===== src/rtl/mdu_if.sv =====
// EX <-> MDU handshake bundle: operation request from EX, stall/status and HI/LO back.
interface mdu_if;
  logic        op_valid;
  logic [2:0]  op_code;
  logic [31:0] src_a;
  logic [31:0] src_b;
  logic        flush;
  logic        stallreq;
  logic        busy;
  logic        done;
  logic [31:0] hi;
  logic [31:0] lo;

  modport master (
    output op_valid, op_code, src_a, src_b, flush,
    input  stallreq, busy, done, hi, lo
  );

  modport slave (
    input  op_valid, op_code, src_a, src_b, flush,
    output stallreq, busy, done, hi, lo
  );
endinterface


===== src/rtl/mdu_ctrl.sv =====
// Multiply/divide sequencer and HI/LO owner.
// Multiply: operands latched at accept, product committed after MUL_STAGES cycles.
// Divide: restoring shift-subtract on magnitudes, DIV_STEP quotient bits per cycle,
// sign fix-up and divide-by-zero override applied at commit.
module mdu_ctrl #(
  parameter int MUL_STAGES = 2,
  parameter int DIV_STEP   = 1
) (
  input  logic  clk,
  input  logic  rst,
  mdu_if.slave  bus
);

  localparam logic [2:0] OP_MULT  = 3'b000;
  localparam logic [2:0] OP_MULTU = 3'b001;
  localparam logic [2:0] OP_DIV   = 3'b010;
  localparam logic [2:0] OP_DIVU  = 3'b011;
  localparam logic [2:0] OP_MTHI  = 3'b100;
  localparam logic [2:0] OP_MTLO  = 3'b101;

  localparam logic [4:0] MUL_INIT = 5'(MUL_STAGES - 1);
  localparam logic [4:0] DIV_INIT = 5'((32 / DIV_STEP) - 1);

  typedef enum logic [1:0] {
    ST_IDLE = 2'b00,
    ST_MUL  = 2'b01,
    ST_DIV  = 2'b10,
    ST_DONE = 2'b11
  } state_t;

  state_t      state_r, state_s;
  logic [4:0]  cnt_r, cnt_s;
  logic        busy_r, done_r;
  logic [31:0] hi_r, lo_r;

  logic        sgn_r;                 // signed operation (mult/div)
  logic [31:0] a_r, b_r;              // raw operands as accepted
  logic [31:0] rem_r, quo_r, dvs_r;   // divider working registers

  logic acc_mul_s, acc_div_s, div_run_s, commit_mul_s, commit_div_s;
  logic wr_hi_s, wr_lo_s;

  logic [31:0] rem_n_s, quo_n_s;
  logic [63:0] prod_s;
  logic [31:0] div_hi_s, div_lo_s;

  // One restoring step: shift in the next dividend bit, subtract divisor if it fits.
  function automatic logic [63:0] div_step(input logic [31:0] rem,
                                           input logic [31:0] quo,
                                           input logic [31:0] dvs);
    logic [32:0] sh;
    logic [32:0] diff;
    sh   = {rem, quo[31]};
    diff = sh - {1'b0, dvs};
    if (sh >= {1'b0, dvs}) begin
      return {diff[31:0], quo[30:0], 1'b1};
    end else begin
      return {sh[31:0], quo[30:0], 1'b0};
    end
  endfunction

  // Two's-complement magnitude, used only for signed operands.
  function automatic logic [31:0] mag(input logic [31:0] v, input logic sgn);
    if (sgn && v[31]) begin
      return (~v) + 32'd1;
    end else begin
      return v;
    end
  endfunction

  // FSM state and iteration counter register.
  always_ff @(posedge clk or posedge rst) begin
    if (rst) begin
      state_r <= ST_IDLE;
      cnt_r   <= 5'd0;
      busy_r  <= 1'b0;
      done_r  <= 1'b0;
    end else begin
      state_r <= state_s;
      cnt_r   <= cnt_s;
      busy_r  <= (state_s == ST_MUL) || (state_s == ST_DIV);
      done_r  <= (state_s == ST_DONE);
    end
  end

  // Next-state, counter and datapath enables; flush always wins.
  always_comb begin
    state_s      = state_r;
    cnt_s        = cnt_r;
    acc_mul_s    = 1'b0;
    acc_div_s    = 1'b0;
    div_run_s    = 1'b0;
    commit_mul_s = 1'b0;
    commit_div_s = 1'b0;
    wr_hi_s      = 1'b0;
    wr_lo_s      = 1'b0;
    case (state_r)
      ST_IDLE: begin
        if (bus.op_valid && !bus.flush) begin
          case (bus.op_code)
            OP_MULT, OP_MULTU: begin
              state_s   = ST_MUL;
              cnt_s     = MUL_INIT;
              acc_mul_s = 1'b1;
            end
            OP_DIV, OP_DIVU: begin
              state_s   = ST_DIV;
              cnt_s     = DIV_INIT;
              acc_div_s = 1'b1;
            end
            OP_MTHI: wr_hi_s = 1'b1;
            OP_MTLO: wr_lo_s = 1'b1;
            default: state_s = ST_IDLE;
          endcase
        end else begin
          state_s = ST_IDLE;
        end
      end
      ST_MUL: begin
        if (bus.flush) begin
          state_s = ST_IDLE;
          cnt_s   = 5'd0;
        end else if (cnt_r == 5'd0) begin
          state_s      = ST_DONE;
          commit_mul_s = 1'b1;
        end else begin
          cnt_s = cnt_r - 5'd1;
        end
      end
      ST_DIV: begin
        if (bus.flush) begin
          state_s = ST_IDLE;
          cnt_s   = 5'd0;
        end else if (cnt_r == 5'd0) begin
          state_s      = ST_DONE;
          div_run_s    = 1'b1;
          commit_div_s = 1'b1;
        end else begin
          div_run_s = 1'b1;
          cnt_s     = cnt_r - 5'd1;
        end
      end
      ST_DONE: begin
        state_s = ST_IDLE;
      end
      default: begin
        state_s = ST_IDLE;
        cnt_s   = 5'd0;
      end
    endcase
  end

  // Divider iteration: DIV_STEP restoring steps chained per cycle.
  always_comb begin
    logic [63:0] t;
    rem_n_s = rem_r;
    quo_n_s = quo_r;
    t       = 64'd0;
    for (int i = 0; i < DIV_STEP; i++) begin
      t       = div_step(rem_n_s, quo_n_s, dvs_r);
      rem_n_s = t[63:32];
      quo_n_s = t[31:0];
    end
  end

  // Commit values: full product, and divide result with sign fix-up / zero-divisor override.
  always_comb begin
    logic [63:0] pa;
    logic [63:0] pb;
    pa     = sgn_r ? {{32{a_r[31]}}, a_r} : {32'd0, a_r};
    pb     = sgn_r ? {{32{b_r[31]}}, b_r} : {32'd0, b_r};
    prod_s = pa * pb;
    if (b_r == 32'd0) begin
      div_lo_s = 32'hFFFF_FFFF;
      div_hi_s = a_r;
    end else begin
      div_lo_s = (sgn_r && (a_r[31] ^ b_r[31])) ? ((~quo_n_s) + 32'd1) : quo_n_s;
      div_hi_s = (sgn_r && a_r[31]) ? ((~rem_n_s) + 32'd1) : rem_n_s;
    end
  end

  // Operand latch and divider working registers.
  always_ff @(posedge clk or posedge rst) begin
    if (rst) begin
      sgn_r <= 1'b0;
      a_r   <= 32'd0;
      b_r   <= 32'd0;
      rem_r <= 32'd0;
      quo_r <= 32'd0;
      dvs_r <= 32'd0;
    end else if (acc_mul_s || acc_div_s) begin
      sgn_r <= ~bus.op_code[0];
      a_r   <= bus.src_a;
      b_r   <= bus.src_b;
      rem_r <= 32'd0;
      quo_r <= mag(bus.src_a, ~bus.op_code[0]);
      dvs_r <= mag(bus.src_b, ~bus.op_code[0]);
    end else if (div_run_s) begin
      rem_r <= rem_n_s;
      quo_r <= quo_n_s;
    end
  end

  // HI/LO: written only at result commit or by mthi/mtlo.
  always_ff @(posedge clk or posedge rst) begin
    if (rst) begin
      hi_r <= 32'd0;
      lo_r <= 32'd0;
    end else if (commit_mul_s) begin
      hi_r <= prod_s[63:32];
      lo_r <= prod_s[31:0];
    end else if (commit_div_s) begin
      hi_r <= div_hi_s;
      lo_r <= div_lo_s;
    end else if (wr_hi_s) begin
      hi_r <= bus.src_a;
    end else if (wr_lo_s) begin
      lo_r <= bus.src_a;
    end
  end

  assign bus.stallreq = ~rst &
                        (((state_r == ST_IDLE) & bus.op_valid & ~bus.flush & ~bus.op_code[2]) |
                         (state_r == ST_MUL) | (state_r == ST_DIV));
  assign bus.busy = busy_r;
  assign bus.done = done_r;
  assign bus.hi   = hi_r;
  assign bus.lo   = lo_r;

endmodule


===== src/flat_wrapper.sv =====
// flat-port wrapper written by rule: the top's interface ports become plain ports
module mdu_ctrl_flat 
#(
  parameter int MUL_STAGES = 2,
  parameter int DIV_STEP   = 1
)
  (clk, rst, bus_op_valid, bus_op_code, bus_src_a, bus_src_b, bus_flush, bus_stallreq, bus_busy, bus_done, bus_hi, bus_lo);
  mdu_if bus_i ();
  input  logic clk;
  input  logic rst;
  input wire logic [$bits(bus_i.op_valid)-1:0] bus_op_valid;
  input wire logic [$bits(bus_i.op_code)-1:0] bus_op_code;
  input wire logic [$bits(bus_i.src_a)-1:0] bus_src_a;
  input wire logic [$bits(bus_i.src_b)-1:0] bus_src_b;
  input wire logic [$bits(bus_i.flush)-1:0] bus_flush;
  output wire logic [$bits(bus_i.stallreq)-1:0] bus_stallreq;
  output wire logic [$bits(bus_i.busy)-1:0] bus_busy;
  output wire logic [$bits(bus_i.done)-1:0] bus_done;
  output wire logic [$bits(bus_i.hi)-1:0] bus_hi;
  output wire logic [$bits(bus_i.lo)-1:0] bus_lo;
  assign bus_i.op_valid = bus_op_valid;
  assign bus_i.op_code = bus_op_code;
  assign bus_i.src_a = bus_src_a;
  assign bus_i.src_b = bus_src_b;
  assign bus_i.flush = bus_flush;
  assign bus_stallreq = bus_i.stallreq;
  assign bus_busy = bus_i.busy;
  assign bus_done = bus_i.done;
  assign bus_hi = bus_i.hi;
  assign bus_lo = bus_i.lo;
  mdu_ctrl #(.MUL_STAGES(MUL_STAGES), .DIV_STEP(DIV_STEP)) u_core (.clk(clk), .rst(rst), .bus(bus_i));
endmodule

===== config.mk =====
export PLATFORM = sky130hd
export DESIGN_NAME = mdu_ctrl_flat
export DESIGN_NICKNAME = d
export VERILOG_FILES = /design/src/rtl/mdu_if.sv /design/src/rtl/mdu_ctrl.sv /design/src/flat_wrapper.sv
export SDC_FILE = /design/constraint.sdc
export NUM_CORES = 2
export LEC_CHECK = 0
export ABC_AREA = 1
export BUFFER_PORTS_ARGS = -buffer_cell sky130_fd_sc_hd__buf_2
export CORE_MARGIN = 5
export CORE_UTILIZATION = 29
export CTS_CLUSTER_DIAMETER = 200
export CTS_CLUSTER_SIZE = 8
export DETAILED_ROUTE_END_ITERATION = 8
export PLACE_DENSITY = 0.45
export SETUP_SLACK_MARGIN = 0.05
export SKIP_LAST_GASP = 1
export SLEW_MARGIN = 20
export SYNTH_ARGS = -nofsm -noshare
export SYNTH_HDL_FRONTEND = slang
export SYNTH_SLANG_ARGS = --single-unit

===== constraint.sdc =====
create_clock -name clk -period 12.05 [get_ports clk]
set_input_delay 1.8075 -clock clk [delete_from_list [all_inputs] [get_ports clk]]
set_output_delay 1.8075 -clock clk [all_outputs]
set_load 0.02 [all_outputs]

==> impl_metrics.tcl <==
set metrics [dict create \
    postCtsSetupRepairBufs 0 \
    period_needed_ns 10.42 \
    ys_ff_latch 233 \
    r2r_cells 36 \
    dr.first_iter.drc_count 4512 \
    synth.largest_area_cell "fa_1" \
    cts-buffers-inserted 35 \
    tns_ns 0 \
    cts-root-buf "clkbuf_16" \
    synth_common_cells "2,585 x inv_1, 1,926 x nand2_1, 1,420 x fa_1" \
    synth_area_leaders "fa_1 43%, inv_1 15%, nand2_1 11%, dfrtp_1 8.8%, ha_1 6.7%" \
    avgRoutedWirePerCell_microns 23.52 \
    layout.nets 10320 \
    synthDistinctLibCells 55 \
    setup_viol 0 \
    fin_skew_ns 0.03466 \
    die_w_microns 486.7 \
    wl_microns 270400 \
    drt_pass1_iterations 6 \
    synthesis.instances 8545 \
    cts_tree "done" \
    overflow 0 \
    maxSlewHeadroom_pct 22.95 \
    htree_levels 2 \
    dp_hpwl_microns 221900 \
    r2r_end "u_core.bus.hi[23]" \
    vias 54350 \
    hold_end "u_core.dvs_r[31]" \
    synth_area_sq_um 65910 \
    fmax_mhz 95.97 \
    hold_start "u_core.dvs_r[31]" \
    vias_per_cell 4.727 \
    critPathMaxStageDelay_ns 0.83 \
    post_cts_resize_count 0 \
    areaGrowthSynthToFinish_pct 7.865 \
    synth-async-reset-ratio_pct 100.0 \
    drcViolationCount 0 \
    antenna_left 0 \
    slew_violations 0 \
    grt_use_total_pct 23.08 \
    yosysSeqAreaShare_pct 8.847 \
    initial_utilization_pct 29.05 \
    drv_cap 0 \
    grt_pass1_wl_microns 404600 \
    yosys_warnings 0 \
    setup.worst_path.end_class "register" \
    avgSynthCellArea_sq_um 7.713 \
    clock_latency_ns 0.60 \
    cts_num_sinks 233 \
    worstReg2RegStart "u_core.a_r[23]" \
    period_share_pct 86.48 \
    die_area_sq_um 236900 \
    holdWs_ns 0.4839 \
    rsz0062_at_grt "false" \
    first_global_vias 58690 \
    synth_top_cell_area_share_pct 43.13 \
    cp_slowest_cell "dfrtp_1" \
    synth_edf_count 0 \
    pin_count 138 \
    grt_max_degree 141 \
    hold_viol_final 0 \
    dieHeight_microns 486.7 \
    rows 175 \
    clock_path_buffers 3 \
    min_path_type "reg -> reg" \
    crit_arrival_ns 10.90 \
    antenna_found_initial 17 \
    cp_max_fo 28 \
    synth_nets 10390 \
    io_buffers 137 \
    cts_hold_buf 0 \
    r2r_slack_ns 1.63 \
    core_sq_um 226800 \
    routabilityCongestion 0.9680 \
    tightest_slew_ns 1.144 \
    ys.flop_type "dfrtp_1" \
    path_class "reg -> reg" \
    crit_path_start_kind "register" \
    clk_pin_slew_ns 0.05 \
    synth_most_common_cell "inv_1" \
    holdPathStages 2 \
    status "finished, final reports clean" \
    drive_gt1_share_pct 4.456 \
    crit_top_cell "fa_1" \
    critPathRequiredTime_ns 12.53 \
]
## worst max-delay path: cells and delay by family, from the launching register on
family / cells / cell delay, ns
flip-flops: 1 / 0.83
AND/OR/NAND/NOR: 9 / 0.99
buffers and inverters: 10 / 1.22
AO/OA/AOI/OAI: 6 / 1.73
adder cells (fa/ha/maj): 11 / 5.46
## registers in the layout (all words and copies together), names as in the netlist
name,flops
u_core.a_r,32
u_core.b_r,31
u_core.bus.busy,1
u_core.dvs_r,32
u_core.sgn_r,1
u_core.bus.hi,32
u_core.quo_r,32
u_core.state_r,2
u_core.cnt_r,5
u_core.bus.lo,32
u_core.rem_r,32
u_core.bus.done,1
## metal layers
metal	up-vias	GRT usage, %	part of all wire [%]
li1	24390	-	-
met1	27970	33.58	46
met2	1724	36.45	45
met3	256	3.090	6.2
met4	2	5.448	2.7
met5	-	0	0.0048
## cell usage in the layout, fill, tap and decap left out, types with 112 or more instances in the layout
cell and count:
nand2_1 1924, fa_1 1420, nor2_1 417, buf_4 112, inv_1 2581, ha_1 352
dfrtp_1 230, nand3_1 192, buf_2 137, o21ai_0 261, a21oi_1 285
## kinds of logic (layout without fill, tap and decap cells)
family / Yosys count / in the layout / synth area share, %
compound gates: 780 / 780 / 6.700
simple gates: 2688 / 2688 / 16.28
buf+inv: 2968 / 2905 / 16.97
other cells: 0 / 6 / 0
flops: 233 / 233 / 8.847
xor+xnor: 104 / 104 / 1.382
fa+ha+maj: 1772 / 1772 / 49.82
## cell type report
| type | count | area [sq um] |
|---|---|---|
| Sequential cell | 233 | 5834 |
| Tap cell | 3009 | 3765 |
| Multi-Input combinational cell | 5344 | 48930 |
| Antenna cell | 6 | 15.01 |
| Inverter | 2600 | 9771 |
| Timing Repair Buffer | 262 | 1787 |
| Clock inverter | 4 | 85.08 |
| Clock buffer | 39 | 900.9 |
| Fill cell | 24760 | 155800 |
## through the flow
| stage | setup slack, ns | instances | utilization (%) | area, sq um |
|---|---|---|---|---|
| 2_1_floorplan | 2.687 | 8545 | - | 65910 |
| 3_3_place_gp | 1.662 | 11450 | 30.89 | 70080 |
| 3_5_place_dp | 1.746 | 11450 | 30.90 | 70090 |
| 4_1_cts | 1.677 | 11490 | 31.33 | 71070 |
| 5_1_grt | 1.271 | 11490 | 31.33 | 71070 |
| 6_report | 1.630 | 11500 | 31.34 | 71090 |
## how the worst max path moves through the flow
stage | startpoint | end | slack [ns] | cells past startpoint
after floorplan | u_core.a_r[31] | u_core.bus.hi[30] | 2.69 | 36
after global placement | u_core.a_r[23] | u_core.bus.hi[23] | 1.66 | 36
after detailed placement | u_core.a_r[23] | u_core.bus.hi[23] | 1.75 | 36
after CTS | u_core.a_r[23] | u_core.bus.hi[23] | 1.68 | 36
after global routing | u_core.a_r[23] | u_core.bus.hi[23] | 1.27 | 35
final | u_core.a_r[23] | u_core.bus.hi[23] | 1.63 | 36
Power is left out: the tool's default activity adds up to more than one toggle a clock period on the data nets, which glitch-free logic cannot reach.
